## src/rtl/mem_wb_skid_reg.sv

```systemverilog
// MEM->WB pipeline register with a 2-entry skid buffer.
// The main entry drives the write-back outputs straight from flops. The skid
// entry absorbs one beat while WB stalls, so the upstream ready is a pure flop
// output with no combinational path from wb_ready_i.
// Beat order is fixed: the skid entry only ever refills main, and a new input
// only lands in skid when main is occupied.
module mem_wb_skid_reg #(
  parameter int NUM_CH    = 1,
  parameter int ADDR_W    = 5,
  parameter int DATA_W    = 32,
  parameter int ZERO_SUPP = 1,
  parameter int CNT_W     = 16
) (
  input  logic                     clk,
  input  logic                     rst,
  input  logic                     flush_i,
  input  logic                     mem_valid_i,
  output logic                     mem_ready_o,
  input  logic [NUM_CH-1:0]        mem_write_reg_en_i,
  input  logic [NUM_CH*ADDR_W-1:0] mem_write_reg_addr_i,
  input  logic [NUM_CH*DATA_W-1:0] mem_write_reg_data_i,
  output logic                     wb_valid_o,
  input  logic                     wb_ready_i,
  output logic [NUM_CH-1:0]        wb_write_reg_en_o,
  output logic [NUM_CH*ADDR_W-1:0] wb_write_reg_addr_o,
  output logic [NUM_CH*DATA_W-1:0] wb_write_reg_data_o,
  output logic [CNT_W-1:0]         wb_retire_cnt_o
);

  localparam int AW = NUM_CH * ADDR_W;
  localparam int DW = NUM_CH * DATA_W;

  // Drop the write enable of any channel that targets the hardwired zero register.
  function automatic logic [NUM_CH-1:0] mask_en(input logic [NUM_CH-1:0] en,
                                                input logic [AW-1:0]     addr);
    logic [NUM_CH-1:0] m;
    m = '0;
    for (int c = 0; c < NUM_CH; c++) begin
      m[c] = en[c] & !((ZERO_SUPP != 0) && (addr[c*ADDR_W +: ADDR_W] == '0));
    end
    return m;
  endfunction

  // Main entry (visible on wb_*) and skid entry.
  logic              r_main_vld;
  logic [NUM_CH-1:0] r_main_en;
  logic [AW-1:0]     r_main_addr;
  logic [DW-1:0]     r_main_data;
  logic              r_skid_vld;
  logic [NUM_CH-1:0] r_skid_en;
  logic [AW-1:0]     r_skid_addr;
  logic [DW-1:0]     r_skid_data;
  logic [CNT_W-1:0]  r_cnt;

  // Handshake and next-state controls.
  logic              w_in_xfer;
  logic              w_out_xfer;
  logic              w_main_free;
  logic [NUM_CH-1:0] w_in_en;
  logic              w_main_vld_nx;
  logic [NUM_CH-1:0] w_main_en_nx;
  logic              w_main_ld;
  logic              w_main_from_skid;
  logic              w_skid_vld_nx;
  logic [NUM_CH-1:0] w_skid_en_nx;
  logic              w_skid_ld;

  assign mem_ready_o = !r_skid_vld;
  assign w_in_xfer   = mem_valid_i & mem_ready_o;
  assign w_out_xfer  = r_main_vld & wb_ready_i;
  assign w_main_free = !r_main_vld | w_out_xfer;
  assign w_in_en     = mask_en(mem_write_reg_en_i, mem_write_reg_addr_i);

  // Decide where each entry's next contents come from; flush empties both.
  always_comb begin
    w_main_vld_nx    = r_main_vld;
    w_main_en_nx     = r_main_en;
    w_main_ld        = 1'b0;
    w_main_from_skid = 1'b0;
    w_skid_vld_nx    = r_skid_vld;
    w_skid_en_nx     = r_skid_en;
    w_skid_ld        = 1'b0;
    if (flush_i) begin
      w_main_vld_nx = 1'b0;
      w_main_en_nx  = '0;
      w_skid_vld_nx = 1'b0;
      w_skid_en_nx  = '0;
    end else if (w_main_free) begin
      if (r_skid_vld) begin
        w_main_vld_nx    = 1'b1;
        w_main_en_nx     = r_skid_en;
        w_main_ld        = 1'b1;
        w_main_from_skid = 1'b1;
        if (w_in_xfer) begin
          w_skid_vld_nx = 1'b1;
          w_skid_en_nx  = w_in_en;
          w_skid_ld     = 1'b1;
        end else begin
          w_skid_vld_nx = 1'b0;
          w_skid_en_nx  = '0;
        end
      end else if (w_in_xfer) begin
        w_main_vld_nx = 1'b1;
        w_main_en_nx  = w_in_en;
        w_main_ld     = 1'b1;
      end else begin
        w_main_vld_nx = 1'b0;
        w_main_en_nx  = '0;
      end
    end else if (w_in_xfer) begin
      w_skid_vld_nx = 1'b1;
      w_skid_en_nx  = w_in_en;
      w_skid_ld     = 1'b1;
    end
  end

  // Valid and enable state for both entries.
  always_ff @(posedge clk or negedge rst) begin
    if (!rst) begin
      r_main_vld <= 1'b0;
      r_main_en  <= '0;
      r_skid_vld <= 1'b0;
      r_skid_en  <= '0;
    end else begin
      r_main_vld <= w_main_vld_nx;
      r_main_en  <= w_main_en_nx;
      r_skid_vld <= w_skid_vld_nx;
      r_skid_en  <= w_skid_en_nx;
    end
  end

  // Main payload drives the outputs, so it clears on reset; it holds when emptied.
  always_ff @(posedge clk or negedge rst) begin
    if (!rst) begin
      r_main_addr <= '0;
      r_main_data <= '0;
    end else if (w_main_ld) begin
      r_main_addr <= w_main_from_skid ? r_skid_addr : mem_write_reg_addr_i;
      r_main_data <= w_main_from_skid ? r_skid_data : mem_write_reg_data_i;
    end
  end

  // Skid payload is never observed while its valid is low, so it needs no reset.
  always_ff @(posedge clk) begin
    if (w_skid_ld) begin
      r_skid_addr <= mem_write_reg_addr_i;
      r_skid_data <= mem_write_reg_data_i;
    end
  end

  // Retire counter: one per beat accepted by WB, wraps naturally, ignores flush.
  always_ff @(posedge clk or negedge rst) begin
    if (!rst) begin
      r_cnt <= '0;
    end else if (w_out_xfer) begin
      r_cnt <= r_cnt + CNT_W'(1);
    end
  end

  assign wb_valid_o          = r_main_vld;
  assign wb_write_reg_en_o   = r_main_en;
  assign wb_write_reg_addr_o = r_main_addr;
  assign wb_write_reg_data_o = r_main_data;
  assign wb_retire_cnt_o     = r_cnt;

endmodule

```

## config.mk

```make
export PLATFORM = sky130hd
export DESIGN_NAME = mem_wb_skid_reg
export DESIGN_NICKNAME = d
export VERILOG_FILES = /design/src/rtl/mem_wb_skid_reg.sv
export SDC_FILE = /design/constraint.sdc
export NUM_CORES = 1
export LEC_CHECK = 0
export CORE_MARGIN = 2
export CORE_UTILIZATION = 52
export CTS_CLUSTER_DIAMETER = 50
export DETAILED_ROUTE_END_ITERATION = 6
export PLACE_DENSITY = 0.82
export REMOVE_ABC_BUFFERS = 1
export SETUP_SLACK_MARGIN = 0.1
export SLEW_MARGIN = 20
export SYNTH_ARGS = -nofsm -noshare
export SYNTH_HDL_FRONTEND = slang
export SYNTH_SLANG_ARGS = --single-unit
export TNS_END_PERCENT = 30
```

## constraint.sdc

```tcl
create_clock -name clk -period 6.8 [get_ports clk]
set_clock_uncertainty 0.2 [all_clocks]
set_input_delay 1.36 -clock clk [delete_from_list [all_inputs] [get_ports clk]]
set_output_delay 1.36 -clock clk [all_outputs]
set_load 0.03 [all_outputs]
```

---- After elaboration in Yosys (flattened, before gate mapping) ----
Index checks and enable logic that the tools add are counted.
W data, S select, Z words.
cells by class
  $add $sub $neg .......................... 1
  eq/ne operators ......................... 1
  mux-type cells .......................... 25
  bitwise logic cells ..................... 4
  reductions and logical operators ........ 7
operators by type and width
  cell                     number
  $mux W32                 1
  $mux W1                  23
  $add A16 B1 Y16 const B  1
  $logic_not A5 Y1         1
  $mux W5                  1
  $and A1 B1 Y1            3
  $logic_not A1 Y1         3
  $ne A3 B3 Y1 const B     1
  $reduce_bool A3 Y1       1
  $reduce_and A2 Y1        1
  $reduce_bool A2 Y1       1
  $or A1 B1 Y1             1
word-level totals
  flip-flop bits (word level) ............. 94
  input bits .............................. 43
  output and inout port bits .............. 56

---- Logic depth before layout (Yosys ltp) ----
Gate-level depths: netlist of run 1.
  depth after elaboration ................. 7
  gate-level depth with buffers ........... 6
  mapped depth without buffers ............ 5

---- Least setup slack after synthesis of run 1 ----
No wires, ideal clock.
  path type ............................... input port to flip-flop
  start point ............................. input flush_i
  end point ............................... register r_skid_addr[0], enable pin
  data arrival time ....................... 4154 ps
  required time ........................... 6123 ps
  setup slack ............................. 1968 ps
  stages .................................. 2
  path through ............................ clkbuf_1 -> nor3_1
between the ends
  cells in the longest elaborated chain, start to end .. 1
ends and longest elaborated chain
  element               RTL line  RTL
  start, declared       16        input logic flush_i,
  $mux W1               83        if (flush_i) begin
  net w_skid_ld         66        logic w_skid_ld;
  end signal, assigned  146       r_skid_addr <= mem_write_reg_addr_i;
  end, declared         51        logic [AW-1:0] r_skid_addr;
The timed path passes the listed nets, and every way through them passes these cells.
A chain may end at the register's enable or synchronous reset.

---- Worst setup path after layout of run 1 ----
  start point ............................. register r_skid_vld
  end point ............................... output mem_ready_o
between the ends
  cells in the longest elaborated chain, start to end .. 1
ends and longest elaborated chain
  element                 RTL line  RTL
  start, declared         49        logic r_skid_vld;
  start signal, assigned  127       r_skid_vld <= w_skid_vld_nx;
  $logic_not A1 Y1        68        assign mem_ready_o = !r_skid_vld;
  end, declared           18        output logic mem_ready_o,
No other way between the ends.

==> results of run 1 <==
-- cells in the final DEF (no fill, tap or decap), types with 2 or more instances in the layout --
master	n
buf_4	4
clkbuf_1	2
clkbuf_8	10
clkdlybuf4s50_1	97
clkinvlp_4	2
dfrtp_1	57
edfxtp_1	37
inv_1	40
nand2_1	10
nand3_1	4
nand4_1	2
nor2_1	5
nor3_1	4
nor3_4	2
o21ai_0	23
o21ai_1	15
o221ai_1	37
xnor2_1	9
xor2_1	6
-- area by class of cell --
type	count	area share, %
flip-flops and latches	94	51.4
repair buffers	102	20.4
multi-input cells	132	18.8
inverters	41	3.12
clock buffers	12	2.94
well taps	96	2.43
clock inverters	4	0.988
-- metrics by stage --
step	power (mW)	utilization (%)	setup WS [ns]
2_1_floorplan	0.870	-	1.98
3_3_place_gp	1.03	69.5	3.44
3_5_place_dp	1.04	69.5	3.37
4_1_cts	1.40	72.3	3.05
5_1_grt	1.45	72.3	2.95
6_report	1.39	72.3	3.05
-- sequential cells by signal, indices dropped and copies added, names as in the netlist --
| name | flops |
|---|---|
| r_skid_vld | 1 |
| wb_retire_cnt_o | 16 |
| wb_write_reg_addr_o | 5 |
| wb_valid_o | 1 |
| r_skid_en | 1 |
| r_skid_data | 32 |
| wb_write_reg_data_o | 32 |
| wb_write_reg_en_o | 1 |
| r_skid_addr | 5 |
-- power by group --
part           switching [mW]  internal (mW)  total [mW]
clock                   0.183          0.179       0.362
combinational           0.193          0.145       0.338
sequential             0.0435          0.646       0.690
-- metal layers --
layer	vias to the layer above	global-route usage, %	wire [µm]
li1	1221	-	-
met1	1241	31.0	3570
met2	97	30.3	3730
met3	14	5.78	378
met4	0	8.95	178
met5	-	0	0
-- how the worst max path moves through the flow --
stage,endpoint,cells after the start
final,mem_ready_o,2
after global routing,mem_ready_o,2
after CTS,mem_ready_o,2
after detailed placement,wb_write_reg_data_o[5],5
after global placement,wb_write_reg_addr_o[4],5
after floorplan,r_skid_addr[0],2
-- logic make-up after synthesis --
family / count (synthesis)
AO/OA/AOI/OAI: 79
adder cells (fa/ha/maj): 1
XOR/XNOR: 15
multiplexers: 1
AND/OR/NAND/NOR: 36
buffers and inverters: 57
flip-flops: 94
==> results.sh, run 1 <==
export IMPL_status="complete, no violations"
export IMPL_gp_congestion=0.822
export IMPL_numCtsBuffers=9
export IMPL_grt_usage_pct=21.2
export IMPL_ir_drop_mv=0.143
export IMPL_cp_max_fo=42
export IMPL_ys_seq_area_share_pct=68.4
export IMPL_nNetsFinal=424
export IMPL_coreArea_um2=6830
export IMPL_ys_warn_count=0
export IMPL_synthMuxAreaShare_pct=0.304
export IMPL_synthAdderAreaFrac_pct=0.337
export IMPL_cts_tree="yes"
export IMPL_fin_crit_sh_pct=55.1
export IMPL_seqCellArea_um2=2540
export IMPL_grt_pass1_vias=2519
export IMPL_reg2reg_from="r_skid_vld"
export IMPL_cp_start_kind="register"
export IMPL_r2r_end="r_skid_addr[3]"
export IMPL_synth_top_family_by_area="compound AO/OA/AOI/OAI gates"
export IMPL_n_antenna_cell=0
export IMPL_place_hpwl_mm=5.21
export IMPL_htree_levels=3
export IMPL_finalNonFillerCells=481
export IMPL_cts_resized=0
export IMPL_critPathCaptureType="output port"
export IMPL_io_buffer_count=98
export IMPL_finalSetupViolCount=0
export IMPL_dpl_cell_area_um2=4750
export IMPL_timing_final_crit_period_ns=3.75
export IMPL_crit_required_ns=5.24
export IMPL_fillerInstances=488
export IMPL_start_util_pct=54.3
export IMPL_drt_first_pass_iters=4
export IMPL_final_cell_area_um2=4940
export IMPL_pin_count=99
export IMPL_totalWireLength_mm=7.85
export IMPL_syn_inst=283
export IMPL_dieHeight_um=88.5
export IMPL_worstPathArrival_ns=2.19
export IMPL_drv_slew=0
export IMPL_place_inst=465
export IMPL_max_stage_delay_ns=0.83
export IMPL_synth_edf_count=37
export IMPL_cp_buffers_inverters=2
export IMPL_r2r_slack_ns=4.37
export IMPL_grt_max_degree=75
export IMPL_die_area_um2=7830
export IMPL_rsz0062_at_grt="no"
export IMPL_synth_most_common_cell="dfrtp_1"
export IMPL_worstSkewPairLatency_ns=0.35
export IMPL_worstHoldStart="wb_retire_cnt_o[15]"
export IMPL_slowest_stage="clkdlybuf4s50_1"
export IMPL_timing_hold_ws_ns=0.281
export IMPL_synth_largest_area_cell="dfrtp_1"
export IMPL_fin_tns_setup_ns=0
export IMPL_syn_area_per_cell_um2=13.1
export IMPL_clk_pin_slew_worst_paths_ns=0.09
export IMPL_multi_input_area_um2=928
export IMPL_critPathLaunch="r_skid_vld"
export IMPL_yosysUniqueCellTypes=34
export IMPL_grt_remaining_overflow=0
export IMPL_worst_pin_slew_ns=0.769
export IMPL_cts_setup_buffers=0
export IMPL_leakagePower_nw=1.95
export IMPL_clock_sinks=94
export IMPL_synth_compound_area_share_pct=14.7
export IMPL_rows=30
export IMPL_max_cap_violations=0
export IMPL_r2r_cells=4
export IMPL_crit_family="buffers and inverters"
export IMPL_min_path_type="register to register"
export IMPL_synth_seq_cells=94
export IMPL_fp_dieW_um=88.5
export IMPL_synthFlopType="dfrtp_1"
export IMPL_area_growth_pct=33.2
export IMPL_cp_cell_sequence="inv_2 > clkdlybuf4s50_1"
export IMPL_clockBufferDepth=2
export IMPL_synthArstFlopShare_pct=60.6
export IMPL_vias_per_cell=5.35
export IMPL_vias=2573
export IMPL_finalHoldViolations=0
export IMPL_path_class="register to output port"
export IMPL_holdPathStages=1
export IMPL_synth_top_area_share_pct=38.4
export IMPL_antenna_found_initial=0
export IMPL_drc=0
export IMPL_min_to="wb_retire_cnt_o[15]"
export IMPL_synth_area_leaders="dfrtp_1, edfxtp_1, o221ai_1, inv_1, o21ai_0"
export IMPL_drive_above_1_share_pct=6.75
export IMPL_drtIter0Drc=148
export IMPL_routedWlPerCell_um=16.3
export IMPL_synth_xor_area_share_pct=3.54
export IMPL_cts_root_buf="clkbuf_8"
export IMPL_p_per_area_nw_per_um2=281
export IMPL_grt_pass1_wl_mm=12.5
export IMPL_antenna_left=0
export IMPL_cts_hold_buf=0
export IMPL_max_freq_mhz=267
export IMPL_netlist_area_um2=3710
export IMPL_yosys_top_cells_count="dfrtp_1, inv_1, edfxtp_1, o221ai_1, o21ai_0"
export IMPL_slew_headroom_pct=48.6
export IMPL_post_synth_and_or_nand_nor_area_fraction_pct=5.83
Note: power is estimated with default switching activity, not from simulation.
==> inputs of run 2 (changes only) <==
--- a/config.mk
+++ b/config.mk
@@ -6,10 +6,10 @@
 export NUM_CORES = 1
 export LEC_CHECK = 0
 export CORE_MARGIN = 2
-export CORE_UTILIZATION = 52
+export CORE_UTILIZATION = 43
 export CTS_CLUSTER_DIAMETER = 50
 export DETAILED_ROUTE_END_ITERATION = 6
-export PLACE_DENSITY = 0.82
+export PLACE_DENSITY = 0.72
 export REMOVE_ABC_BUFFERS = 1
 export SETUP_SLACK_MARGIN = 0.1
 export SLEW_MARGIN = 20
==> constraint.sdc (replaced) <==
create_clock -name clk -period 3 [get_ports clk]
set_clock_uncertainty 0.2 [all_clocks]
set_input_delay 0.6 -clock clk [delete_from_list [all_inputs] [get_ports clk]]
set_output_delay 0.6 -clock clk [all_outputs]
set_load 0.03 [all_outputs]
==> run 2 against run 1 <==
  * Total power rose by 140%
  * Setup slack got worse by 2.4 ns
  * Critical path depth did not move
  * Critical path type unchanged
  * Critical endpoint unchanged
  * Largest cell class unchanged
==> results.sh, run 2 (synthesized netlist as in run 1, its figures left out) <==
export IMPL_min_path_type="primary input to async pin"
export IMPL_grt_remaining_overflow=0
export IMPL_gp_congestion=0.732
export IMPL_critPathCaptureType="output port"
export IMPL_worst_pin_slew_ns=0.614
export IMPL_drv_slew=0
export IMPL_antenna_found_initial=0
export IMPL_cts_hold_buf=0
export IMPL_cts_setup_buffers=0
export IMPL_die_area_um2=9390
export IMPL_status="complete, no violations"
export IMPL_layout_setup_ws_ns=0.679
export IMPL_ir_drop_mv=0.385
export IMPL_numCtsBuffers=9
export IMPL_clockBufferDepth=2
export IMPL_routedWlPerCell_um=16.0
export IMPL_clockPowerShare_pct=28.8
export IMPL_cp_start_kind="register"
export IMPL_pin_count=99
export IMPL_leakagePower_nw=1.99
export IMPL_area_growth_pct=35.7
export IMPL_n_antenna_cell=0
export IMPL_finalHoldViolations=0
export IMPL_finalSetupViolCount=0
export IMPL_crit_required_ns=2.20
export IMPL_r2r_cells=5
export IMPL_cp_cell_sequence="inv_2 > clkdlybuf4s50_1"
export IMPL_grt_pass1_vias=2514
export IMPL_most_common_layout_cells="clkdlybuf4s50_1, dfrtp_1, inv_1, o221ai_1, edfxtp_1"
export IMPL_p_comb_share_pct=23.6
export IMPL_start_util_pct=44.7
export IMPL_max_cap_violations=0
export IMPL_clk_pin_slew_worst_paths_ns=0.09
export IMPL_cts_tree="yes"
export IMPL_timing_final_crit_period_ns=2.32
export IMPL_worstPathArrival_ns=1.52
export IMPL_dp_slack_ns=0.566
export IMPL_swShare_pct=29.3
export IMPL_drtIter0Drc=102
export IMPL_vias_per_cell=5.38
export IMPL_htree_levels=3
export IMPL_path_class="register to output port"
export IMPL_drive_above_1_share_pct=7.77
export IMPL_slew_headroom_pct=59.1
export IMPL_dieHeight_um=96.9
export IMPL_fp_dieW_um=96.9
export IMPL_grt_usage_pct=16.9
export IMPL_worstSkewPairLatency_ns=0.35
export IMPL_io_buffer_count=98
export IMPL_place_hpwl_mm=5.23
export IMPL_switching_power_uw=960
export IMPL_fin_crit_sh_pct=77.4
export IMPL_coreArea_um2=8300
export IMPL_rows=33
export IMPL_totalWireLength_mm=7.88
export IMPL_final_common_cell="clkdlybuf4s50_1"
export IMPL_clock_sinks=94
export IMPL_crit_family="buffers and inverters"
export IMPL_nNetsFinal=425
export IMPL_antenna_left=0
export IMPL_seqPwrFrac_pct=47.5
export IMPL_max_freq_mhz=431
export IMPL_drc=0
export IMPL_r2r_end="r_skid_data[7]"
export IMPL_r2r_slack_ns=0.90
export IMPL_cts_root_buf="clkbuf_8"
export IMPL_reg2reg_from="r_skid_vld"
export IMPL_rsz0062_at_grt="no"
export IMPL_fin_util_pct=60.7
export IMPL_slowest_stage="clkdlybuf4s50_1"
export IMPL_p_int_mw=2.31
export IMPL_vias=2644
export IMPL_drt_first_pass_iters=4
export IMPL_timing_hold_ws_ns=0.0550
export IMPL_cts_resized=0
export IMPL_cp_max_fo=3
export IMPL_grt_pass1_wl_mm=12.8
export IMPL_max_stage_delay_ns=0.67
export IMPL_cp_buffers_inverters=2
export IMPL_grt_max_degree=75
export IMPL_p_per_area_nw_per_um2=650
==> run 2: cell types whose count changed in the layout (fill, tap and decap cells not counted) <==
| cell | before | now |
|---|---|---|
| buf_12 | 0 | 3 |
| buf_4 | 4 | 2 |
| clkbuf_1 | 2 | 0 |
| bufinv_16 | 1 | 2 |
| clkbuf_8 | 10 | 11 |
| clkinv_1 | 1 | 0 |
| clkinv_2 | 0 | 1 |
| clkinv_4 | 0 | 1 |
| clkinvlp_4 | 2 | 1 |
==> run 2: metrics by stage <==
stage | area (µm²) | TNS (ns) | std cells | power [mW]
detailed placement | 4800 | 0 | 475 | 2.36
global route | 5030 | 0 | 491 | 3.42
CTS | 5030 | 0 | 491 | 3.31
global placement | 4800 | 0 | 475 | 2.35
floorplan | 3610 | -63.63 | 267 | 1.97
finish | 5030 | 0 | 491 | 3.27
==> run 2: worst max-delay path by stage <==
stage	from	end	slack [ns]	cells past startpoint
finish	r_skid_vld	mem_ready_o	0.68	2
global route	r_skid_vld	mem_ready_o	0.62	2
CTS	r_skid_vld	mem_ready_o	0.66	2
detailed placement	flush_i	wb_write_reg_data_o[4]	0.57	5
global placement	wb_ready_i	r_skid_data[15]	0.61	4
floorplan	r_skid_vld	r_skid_addr[0]	-1.28	3
==> run 2: worst reg2reg max path, delay by kind of cell, from the launching register on <==
kind / cells / cell delay, ns
and+or+nand+nor: 2 / 0.41
DFF: 1 / 0.42
buffers and inverters: 3 / 0.77
==> run 2: layer usage <==
layer  vias to the layer above  wire (µm)  GRT usage, %
li1                       1228          -             -
met1                      1310       3760          24.6
met2                        97       3560          25.1
met3                         9        470          4.12
met4                         0         87          5.63
met5                         -          0             0
==> run 2: final cells by class <==
type | count | area (µm²)
tap | 105 | 131
clock inverter | 5 | 81.3
multi-input combinational | 132 | 928
clock buffer | 11 | 151
sequential | 94 | 2540
inverter | 41 | 154
timing repair buffer | 103 | 1050
fill | 677 | 3260
==> run 2: power by group through the flow <==
stage / Combinational (mW) / Clock, mW / Sequential, mW
CTS: 0.783 / 0.971 / 1.56
floorplan: 0.157 / 0 / 1.82
global placement: 0.768 / 0 / 1.58
global route: 0.826 / 1.02 / 1.57
detailed placement: 0.780 / 0 / 1.58
finish: 0.774 / 0.944 / 1.56
==> inputs of run 3 (changes only) <==
--- a/config.mk
+++ b/config.mk
@@ -6,10 +6,10 @@
 export NUM_CORES = 1
 export LEC_CHECK = 0
 export CORE_MARGIN = 2
-export CORE_UTILIZATION = 43
+export CORE_UTILIZATION = 48
 export CTS_CLUSTER_DIAMETER = 50
 export DETAILED_ROUTE_END_ITERATION = 6
-export PLACE_DENSITY = 0.72
+export PLACE_DENSITY = 0.76
 export REMOVE_ABC_BUFFERS = 1
 export SETUP_SLACK_MARGIN = 0.1
 export SLEW_MARGIN = 20
==> constraint.sdc (replaced) <==
create_clock -name clk -period 2.4 [get_ports clk]
set_clock_uncertainty 0.2 [all_clocks]
set_input_delay 0.48 -clock clk [delete_from_list [all_inputs] [get_ports clk]]
set_output_delay 0.48 -clock clk [all_outputs]
set_load 0.03 [all_outputs]
==> run 3 against run 2 <==
  * Die area shrank 10%
  * Total power rose by 21%
  * Critical endpoint is now wb_retire_cnt_o[0]
  * Critical path depth shrank 1
  * Critical path type unchanged
  * Highest routed layer unchanged
  * Sequential power increased by 25%
==> results.sh, run 3 (synthesized netlist as in run 1, its figures left out) <==
export IMPL_status="complete, no violations"
export IMPL_cp_max_fo=4
export IMPL_cp_cell_sequence="clkdlybuf4s50_1"
export IMPL_place_inst=478
export IMPL_grt_pass1_vias=2709
export IMPL_slowest_stage="clkdlybuf4s50_1"
export IMPL_max_cap_violations=0
export IMPL_fin_util_pct=66.5
export IMPL_cts_tree="yes"
export IMPL_cts_resized=0
export IMPL_grt_usage_pct=20.1
export IMPL_cts_setup_buffers=0
export IMPL_drt_first_pass_iters=4
export IMPL_htree_levels=3
export IMPL_pin_count=99
export IMPL_fp_dieW_um=91.9
export IMPL_cts_hold_buf=1
export IMPL_clockBufferDepth=2
export IMPL_worstPathArrival_ns=1.47
export IMPL_power_mw=3.97
export IMPL_drv_slew=0
export IMPL_crit_required_ns=1.72
export IMPL_drive_above_1_share_pct=8.91
export IMPL_rsz0062_at_grt="no"
export IMPL_dieHeight_um=91.9
export IMPL_area_growth_pct=36.4
export IMPL_cp_buffers_inverters=1
export IMPL_cp_start_kind="register"
export IMPL_grt_max_degree=43
export IMPL_finalNonFillerCells=495
export IMPL_die_area_um2=8450
export IMPL_drtIter0Drc=124
export IMPL_place_hpwl_mm=5.63
export IMPL_nNetsFinal=432
export IMPL_io_buffer_count=98
export IMPL_drc=0
export IMPL_crit_family="buffers and inverters"
export IMPL_clk_pin_slew_worst_paths_ns=0.09
export IMPL_finalSetupViolCount=0
export IMPL_fillerInstances=580
export IMPL_vias_per_cell=5.33
export IMPL_final_common_cell="clkdlybuf4s50_1"
export IMPL_p_per_area_nw_per_um2=784
export IMPL_n_antenna_cell=0
export IMPL_fin_crit_sh_pct=89.7
export IMPL_timing_hold_ws_ns=0.271
export IMPL_routedWlPerCell_um=16.2
export IMPL_worst_pin_slew_ns=0.459
export IMPL_leakagePower_nw=2.00
export IMPL_most_common_layout_cells="clkdlybuf4s50_1, dfrtp_1, inv_1, o221ai_1, edfxtp_1"
export IMPL_max_freq_mhz=464
export IMPL_clock_sinks=94
export IMPL_start_util_pct=48.8
export IMPL_vias=2639
export IMPL_antenna_found_initial=0
export IMPL_coreArea_um2=7610
export IMPL_cts_root_buf="clkbuf_8"
export IMPL_gp_congestion=0.749
export IMPL_timing_final_crit_period_ns=2.15
export IMPL_grt_pass1_wl_mm=13.4
export IMPL_numCtsBuffers=9
export IMPL_path_class="register to output port"
export IMPL_max_stage_delay_ns=0.70
export IMPL_critPathCaptureType="output port"
export IMPL_grt_remaining_overflow=0
export IMPL_slew_headroom_pct=69.4
export IMPL_totalWireLength_mm=8.03
export IMPL_ir_drop_mv=0.413
export IMPL_worstSkewPairLatency_ns=0.34
export IMPL_min_path_type="register to register"
export IMPL_rows=32
export IMPL_antenna_left=0
export IMPL_finalHoldViolations=0
## run 3: path summary, 6_finish.rpt
path	start	endpoint	slack [ns]	cells after the start
max in group asynchronous	rst	wb_retire_cnt_o[4]	0.94	3
min reg2reg	wb_retire_cnt_o[15]	wb_retire_cnt_o[15]	0.27	1
min in group asynchronous	rst	wb_valid_o	0.41	2
min	wb_retire_cnt_o[15]	wb_retire_cnt_o[15]	0.27	1
max	wb_retire_cnt_o[0]	wb_retire_cnt_o[0]	0.25	1
max reg2reg	wb_retire_cnt_o[0]	wb_retire_cnt_o[12]	0.64	5
## run 3: metal layers
metal  up-vias  routed length, µm  global-route usage [%]  part of all wire, %
met3         4                356                    3.45                  4.4
met5         -                  0                       0                    0
met4         0                 38                    5.85                 0.47
met2        81               4000                    32.6                   50
met1      1312               3640                    28.1                   45
li1       1242                  -                       -                    -
## run 3: where the power goes
group | switching, mW | internal [mW]
Combinational | 0.552 | 0.425
Clock | 0.550 | 0.490
Sequential | 0.119 | 1.83
Total | 1.22 | 2.75
## run 3: per-stage QoR
step | setup TNS, ns | worst slack [ns] | instance area, µm²
after floorplan | -108.03 | -1.88 | 3610
after global placement | 0 | 0.171 | 4850
after detailed placement | 0 | 0.141 | 4850
after CTS | 0 | 0.211 | 5060
after global routing | 0 | 0.179 | 5060
final | 0 | 0.246 | 5060
## run 3: cell type report
type | count | area (µm²) | area share, %
Sequential cell | 94 | 2540 | 50.1
Clock inverter | 6 | 68.8 | 1.36
Timing Repair Buffer | 110 | 1120 | 22.1
Inverter | 41 | 154 | 3.04
Tap cell | 102 | 128 | 2.52
Clock buffer | 10 | 128 | 2.52
Multi-Input combinational cell | 132 | 928 | 18.3
